<file path="src/rtl/cam_forward_window.sv">
// cam_forward_window: multi-entry forwarding window for the CAM lookup path.
// Keeps the last DEPTH write/delete operations that the table has not yet
// absorbed and patches a lookup result read from stale table state. Entry 0
// is the youngest operation, and the youngest matching entry decides the result.
module cam_forward_window #(
    parameter int DATA_WIDTH = 4,
    parameter int KEY_WIDTH  = 2,
    parameter int DEPTH      = 3,
    localparam int IDX_W     = (DEPTH > 1) ? $clog2(DEPTH) : 1,
    localparam int OCC_W     = $clog2(DEPTH + 1)
) (
    input  logic                  clk,
    input  logic                  reset,
    input  logic                  clk_en,
    input  logic                  flush_i,
    input  logic [KEY_WIDTH-1:0]  new_key_i,
    input  logic [DATA_WIDTH-1:0] new_data_i,
    input  logic                  new_valid_i,
    input  logic [KEY_WIDTH-1:0]  forward_key_i,
    input  logic [DATA_WIDTH-1:0] forward_data_i,
    input  logic                  forward_write_i,
    input  logic                  forward_del_i,
    output logic [DATA_WIDTH-1:0] corrected_data_o,
    output logic                  correct_valid_o,
    output logic                  fwd_hit_o,
    output logic [IDX_W-1:0]      fwd_index_o,
    output logic [OCC_W-1:0]      occupancy_o,
    output logic                  op_error_o
);

    logic [DEPTH-1:0]      ent_valid;
    logic [DEPTH-1:0]      ent_write;
    logic [KEY_WIDTH-1:0]  ent_key  [DEPTH];
    logic [DATA_WIDTH-1:0] ent_data [DEPTH];

    logic [DEPTH-1:0]      next_valid;
    logic [OCC_W-1:0]      next_occ;

    // Valid bits after the next enabled edge: shift, drop older entries on flush, load the new op.
    always_comb begin
        next_valid = '0;
        for (int i = 1; i < DEPTH; i++) begin
            next_valid[i] = flush_i ? 1'b0 : ent_valid[i-1];
        end
        next_valid[0] = forward_write_i ^ forward_del_i;
    end

    // Population count of the next valid vector, registered as occupancy.
    always_comb begin
        next_occ = '0;
        for (int i = 0; i < DEPTH; i++) begin
            next_occ = next_occ + OCC_W'(next_valid[i]);
        end
    end

    // Window shift register plus occupancy and sticky illegal-operation flag.
    always_ff @(posedge clk or negedge reset) begin
        if (!reset) begin
            ent_valid   <= '0;
            ent_write   <= '0;
            occupancy_o <= '0;
            op_error_o  <= 1'b0;
            for (int i = 0; i < DEPTH; i++) begin
                ent_key[i]  <= '0;
                ent_data[i] <= '0;
            end
        end else if (clk_en) begin
            for (int i = DEPTH - 1; i >= 1; i--) begin
                ent_key[i]   <= ent_key[i-1];
                ent_data[i]  <= ent_data[i-1];
                ent_write[i] <= ent_write[i-1];
            end
            ent_key[0]   <= forward_key_i;
            ent_data[0]  <= forward_data_i;
            ent_write[0] <= forward_write_i;
            ent_valid    <= next_valid;
            occupancy_o  <= next_occ;
            if (forward_write_i && forward_del_i) begin
                op_error_o <= 1'b1;
            end
        end
    end

    // Zero-latency lookup: scan oldest to youngest so the youngest match overrides.
    always_comb begin
        corrected_data_o = new_data_i;
        correct_valid_o  = new_valid_i;
        fwd_hit_o        = 1'b0;
        fwd_index_o      = '0;
        for (int i = DEPTH - 1; i >= 0; i--) begin
            if (ent_valid[i] && (ent_key[i] == new_key_i)) begin
                fwd_hit_o   = 1'b1;
                fwd_index_o = IDX_W'(i);
                if (ent_write[i]) begin
                    corrected_data_o = ent_data[i];
                    correct_valid_o  = 1'b1;
                end else begin
                    corrected_data_o = new_data_i;
                    correct_valid_o  = 1'b0;
                end
            end
        end
    end

endmodule
</file>
<file path="config.mk">
export PLATFORM = sky130hd
export DESIGN_NAME = cam_forward_window
export DESIGN_NICKNAME = d
export VERILOG_FILES = /design/src/rtl/cam_forward_window.sv
export SDC_FILE = /design/constraint.sdc
export NUM_CORES = 1
export LEC_CHECK = 0
export CORE_MARGIN = 2
export CORE_UTILIZATION = 50
export CTS_CLUSTER_SIZE = 24
export DETAILED_ROUTE_END_ITERATION = 12
export PLACE_DENSITY = 0.78
export SKIP_CTS_REPAIR_TIMING = 1
export SKIP_LAST_GASP = 1
export SLEW_MARGIN = 30
export SYNTH_ARGS = -nofsm -noshare
export SYNTH_HDL_FRONTEND = slang
export SYNTH_SLANG_ARGS = --single-unit
</file>
<file path="constraint.sdc">
create_clock -name clk -period 2.39 [get_ports clk]
set_input_delay 0.478 -clock clk [delete_from_list [all_inputs] [get_ports clk]]
set_output_delay 0.478 -clock clk [all_outputs]
set_load 0.05 [all_outputs]
</file>
Word-level counts from Yosys, hierarchy flattened:

Index checks and enable logic that the tools add are counted.

* output and inout bits: 11
* word-level logic and storage cells: 41
* register bits: 27
* bits of input ports: 19

* equality and inequality tests: 3
* bitwise gates (word level): 1
* add/subtract/negate cells: 2
* reduce and logical (&&, ||, !) cells: 5
* muxes and demuxes: 20

Operators with widths (number)
* 4-bit two-way mux: 6
* 1-bit two-way mux: 11
* 2-bit == test: 3
* 2-bit two-way mux: 3
* 1-bit logical AND: 4
* 1-bit by 1-bit adder with 2-bit output: 1
* 2-bit by 1-bit adder with 2-bit output: 1
* 2-bit AND reduction: 1
* 1-bit XOR: 1

Longest topological paths before layout:

Gate-level depths: netlist (run 1).

* depth in word-level cells: 5
* depth in mapped cells: 6
* depth with buffers taken out: 5

Worst setup path before layout (run 1):

OpenSTA, ideal clock, no wires.

* path kind: input port to output port
* start: input port new_key_i[1]
* end: output port corrected_data_o[0]
* arrival: 2.085 ns
* cell stages on the path: 6
* setup slack: -0.173 ns
* path buffers: 1
* cell sequence: xnor2_1 and3_4 buf_8 nor2_2 or2_4 a221oi_2

* cells in the longest elaborated chain, start to end: 5
* elaborated cells on any way between the ends: 9
* classes of those cells: eq/ne: 3; mux: 3; reduce/logical: 3

Ends and longest elaborated chain
* start, declared: RTL line 16 `input logic [KEY_WIDTH-1:0] new_key_i,`
* 2-bit == test: RTL line 91 `if (ent_valid[i] && (ent_key[i] == new_key_i)) begin`
* 1-bit logical AND: RTL line 91
* 4-bit two-way mux (2 in series): RTL line 91
* 4-bit two-way mux *: RTL line 91
* end, declared: RTL line 23 `output logic [DATA_WIDTH-1:0] corrected_data_o,`

Every way passes the cells marked *; elsewhere a longest branch is shown, timed or not.

Worst setup path after layout (run 1):

* start: register ent_key[3] in the netlist's numbering
* end: output port corrected_data_o[0]

* cells in the longest elaborated chain, start to end: 4

Ends and longest elaborated chain
* start, declared: RTL line 33 `logic [KEY_WIDTH-1:0] ent_key [DEPTH];`
* start signal, assigned by index: RTL line 69 `ent_key[i] <= ent_key[i-1];`
* 2-bit == test: RTL line 91
* 1-bit logical AND: RTL line 91
* 4-bit two-way mux (2 in series): RTL line 91

Every way passes these cells.

==> results of run 1 <==
synth_stat cells, drive strengths merged, types with 2 or more instances:
cell type  count  area (um^2)
dfrtp         27          676
mux2          26          293
nor2           9         36.3
xnor2          6         52.6
buf            5         32.5
inv            4         15.0
mux2i          4         40.0
nor3           4         35.0
a221oi         3         45.0
a31o           3         26.3
and3           3         23.8
nand3          3         27.5
o21ai          3         15.0
and2           2         12.5
nand2          2         7.51
nor2b          2         12.5
power by group through the flow:
stage	registers, mW	clock network, mW	logic [mW]
2_1_floorplan	0.597	0	0.295
3_3_place_gp	0.587	0	0.505
3_5_place_dp	0.593	0	0.521
4_1_cts	0.584	0.205	0.522
5_1_grt	0.598	0.224	0.597
6_report	0.587	0.205	0.564
cells by family after synthesis:
| logic type | share of synthesized area [%] |
|---|---|
| buffers and inverters | 3.53 |
| adder cells (fa/ha/maj) | 2.24 |
| AO/OA/AOI/OAI | 9.55 |
| multiplexers | 22.9 |
| flip-flops | 46.5 |
| XOR/XNOR | 3.61 |
| AND/OR/NAND/NOR | 11.7 |
critical path, stage by stage, from the launching register on:
cell and delay (ps):
dfrtp_1 440, xnor2_2 160, and3_4 200, and2_4 160, or2_4 300, a221oi_4 320, clkbuf_16 210
flip-flops by register name (all words and copies together), names as in the netlist:
name and flops:
ent_data 12, ent_key 6, occupancy_o 2, ent_write 3, op_error_o 1, ent_valid 3
final cells by class:
type | instances | area share (%)
clock buffers | 4 | 1.29
inverters | 4 | 0.739
multi-input cells | 80 | 38.9
flip-flops and latches | 27 | 33.3
well taps | 31 | 1.91
repair buffers | 42 | 23.9
worst paths after layout:
check | start | end | depth (start not counted)
min reg2reg | op_error_o | op_error_o | 1
max reg2reg | ent_valid[0] | occupancy_o[0] | 3
min | reset | ent_valid[0] | 2
max | ent_key[3] | corrected_data_o[0] | 6
max in group asynchronous | reset | ent_data[9] | 2
min in group clk | op_error_o | op_error_o | 1
through the flow:
step	hold WS [ps]	power, mW	instance area, um^2	setup WS (ps)	TNS, ps
6_report	491	1.36	2030	-209	-847
5_1_grt	530	1.42	2030	-303	-1330
4_1_cts	497	1.31	1940	-460	-2590
3_5_place_dp	452	1.11	1910	-465	-2600
3_3_place_gp	441	1.09	1910	-421	-2300
2_1_floorplan	182	0.892	1450	-173	-728
per-layer routing:
layer | GRT usage, % | vias up | wire (um)
met2 | 35.2 | 27 | 1640
met5 | 0 | - | 0
met3 | 2.01 | 5 | 101
met4 | 6.98 | 0 | 44
li1 | - | 504 | -
met1 | 24.9 | 504 | 1350
==> results.md, run 1 <==
- GRT overflow: 0
- Non-filler cells, final: 188
- Number of enable flip-flop cells after synthesis: 0
- Vias in the first global route: 1,077
- Num ports: 30
- Period utilisation layout: 109%
- Cell Rows: 19
- Max cap viols: 0
- Area growth from synthesis to layout: 39.8%
- Req. time, crit path: 1910 ps
- Antenna violations before repair: 0
- #FFs+latches synth: 27
- DRC: 0
- Post-DRT Antenna Nets: 0
- Hpwl dp: 2250 um
- CTS H-tree lvls: 1
- Sequential Power Share: 43.3%
- Routed vias/inst: 5.53
- Placed insts: 182
- Die W: 57.9 um
- Final Util: 73.7%
- Main flop type after synthesis: dfrtp_1
- Worst Skew: 12.4 ps
- Drt first pass iters: 6
- Multi-input gate area: 791 um^2
- Ys Warns: 0
- Clock insertion delay at the later pin of the skew report: 340 ps
- Comb pwr share: 41.6%
- Setup violators final: 5
- Initial Util: 52.7%
- Cts bufs inserted: 3
- Via count: 1,040
- FILL cells: 202
- Core footprint: 2760 um^2
- Nets@finish: 179
- Setup CP Type: flop to primary output
- Status: complete, but fails checks
- Reg2Reg Setup Slack: 900 ps
- P_leak: 0.892 nW
- Largest net degree at the start of global routing: 28
- Normalized max-slew margin: 66.7%
- Synth cell types: 33
- Pint: 0.881 mW
- Clk slew on worst S/H paths: 150 ps
- Port buffer count: 29
- Startpoint Class: flop
- GPL Wtd Cong: 0.766
- Layout cell share with drive strength beyond 1: 45.2%
- Die Y: 57.9 um
- Drt first-iter violations: 17
- WL/cell: 16.6 um
- Clock sink total: 27
- Register area share after synthesis: 46.5%
- Commonest non-fill, non-tap cell in the layout: dfrtp_1
- CTS tree: built
- NetSw: 0.475 mW
- Cells after Synth: 117
- RSZ-0062 raised after global routing: true
- Crit path max fanout: 8
- Synthesized area: 1450 um^2
- Routed wire length: 3130 um
- Most frequent cells in the layout: dfrtp_1, mux2_2, clkdlybuf4s50_1
- Hold crit path type: input port to async pin
- Register Area: 676 um^2
- PwrDens: 667 nW/um^2
- Worst setup EP type: primary output
- Root Buffer: clkbuf_4
- Syn_area_per_cell: 12.4 um^2
- CTS Buffer Depth: 2
- Max rail drop VDD: 0.512 mV
- Gr usage total: 19.8%
- Min cycle time layout: 2600 ps
- First-pass GRT wire length: 4970 um
- Failing checks: setup timing
- Worst setup margin: -209 ps
- Sw frac: 35.0%
- Antenna Cells: 0
- Clock Power Share: 15.1%
- Worst Path Arrival: 2120 ps
- F_max: 0.385 GHz
- Final hold vios: 0
- Worst-Margin Slew: 498 ps
- Asr flop ratio synth: 100%
- Area of the die: 3360 um^2
- Max Slew Vio Count: 0
- Syn_nets: 138
Power figures use the tool's default switching activity.
==> run 2, diff against run 1 <==
--- a/config.mk
+++ b/config.mk
@@ -5,6 +5,7 @@
 export SDC_FILE = /design/constraint.sdc
 export NUM_CORES = 1
 export LEC_CHECK = 0
+export ABC_CLOCK_PERIOD_IN_PS = 2390
 export CORE_MARGIN = 2
 export CORE_UTILIZATION = 50
 export CTS_CLUSTER_SIZE = 24
==> results of run 2 <==
The final DEF is identical to that of run 1; final timing and power are the same.
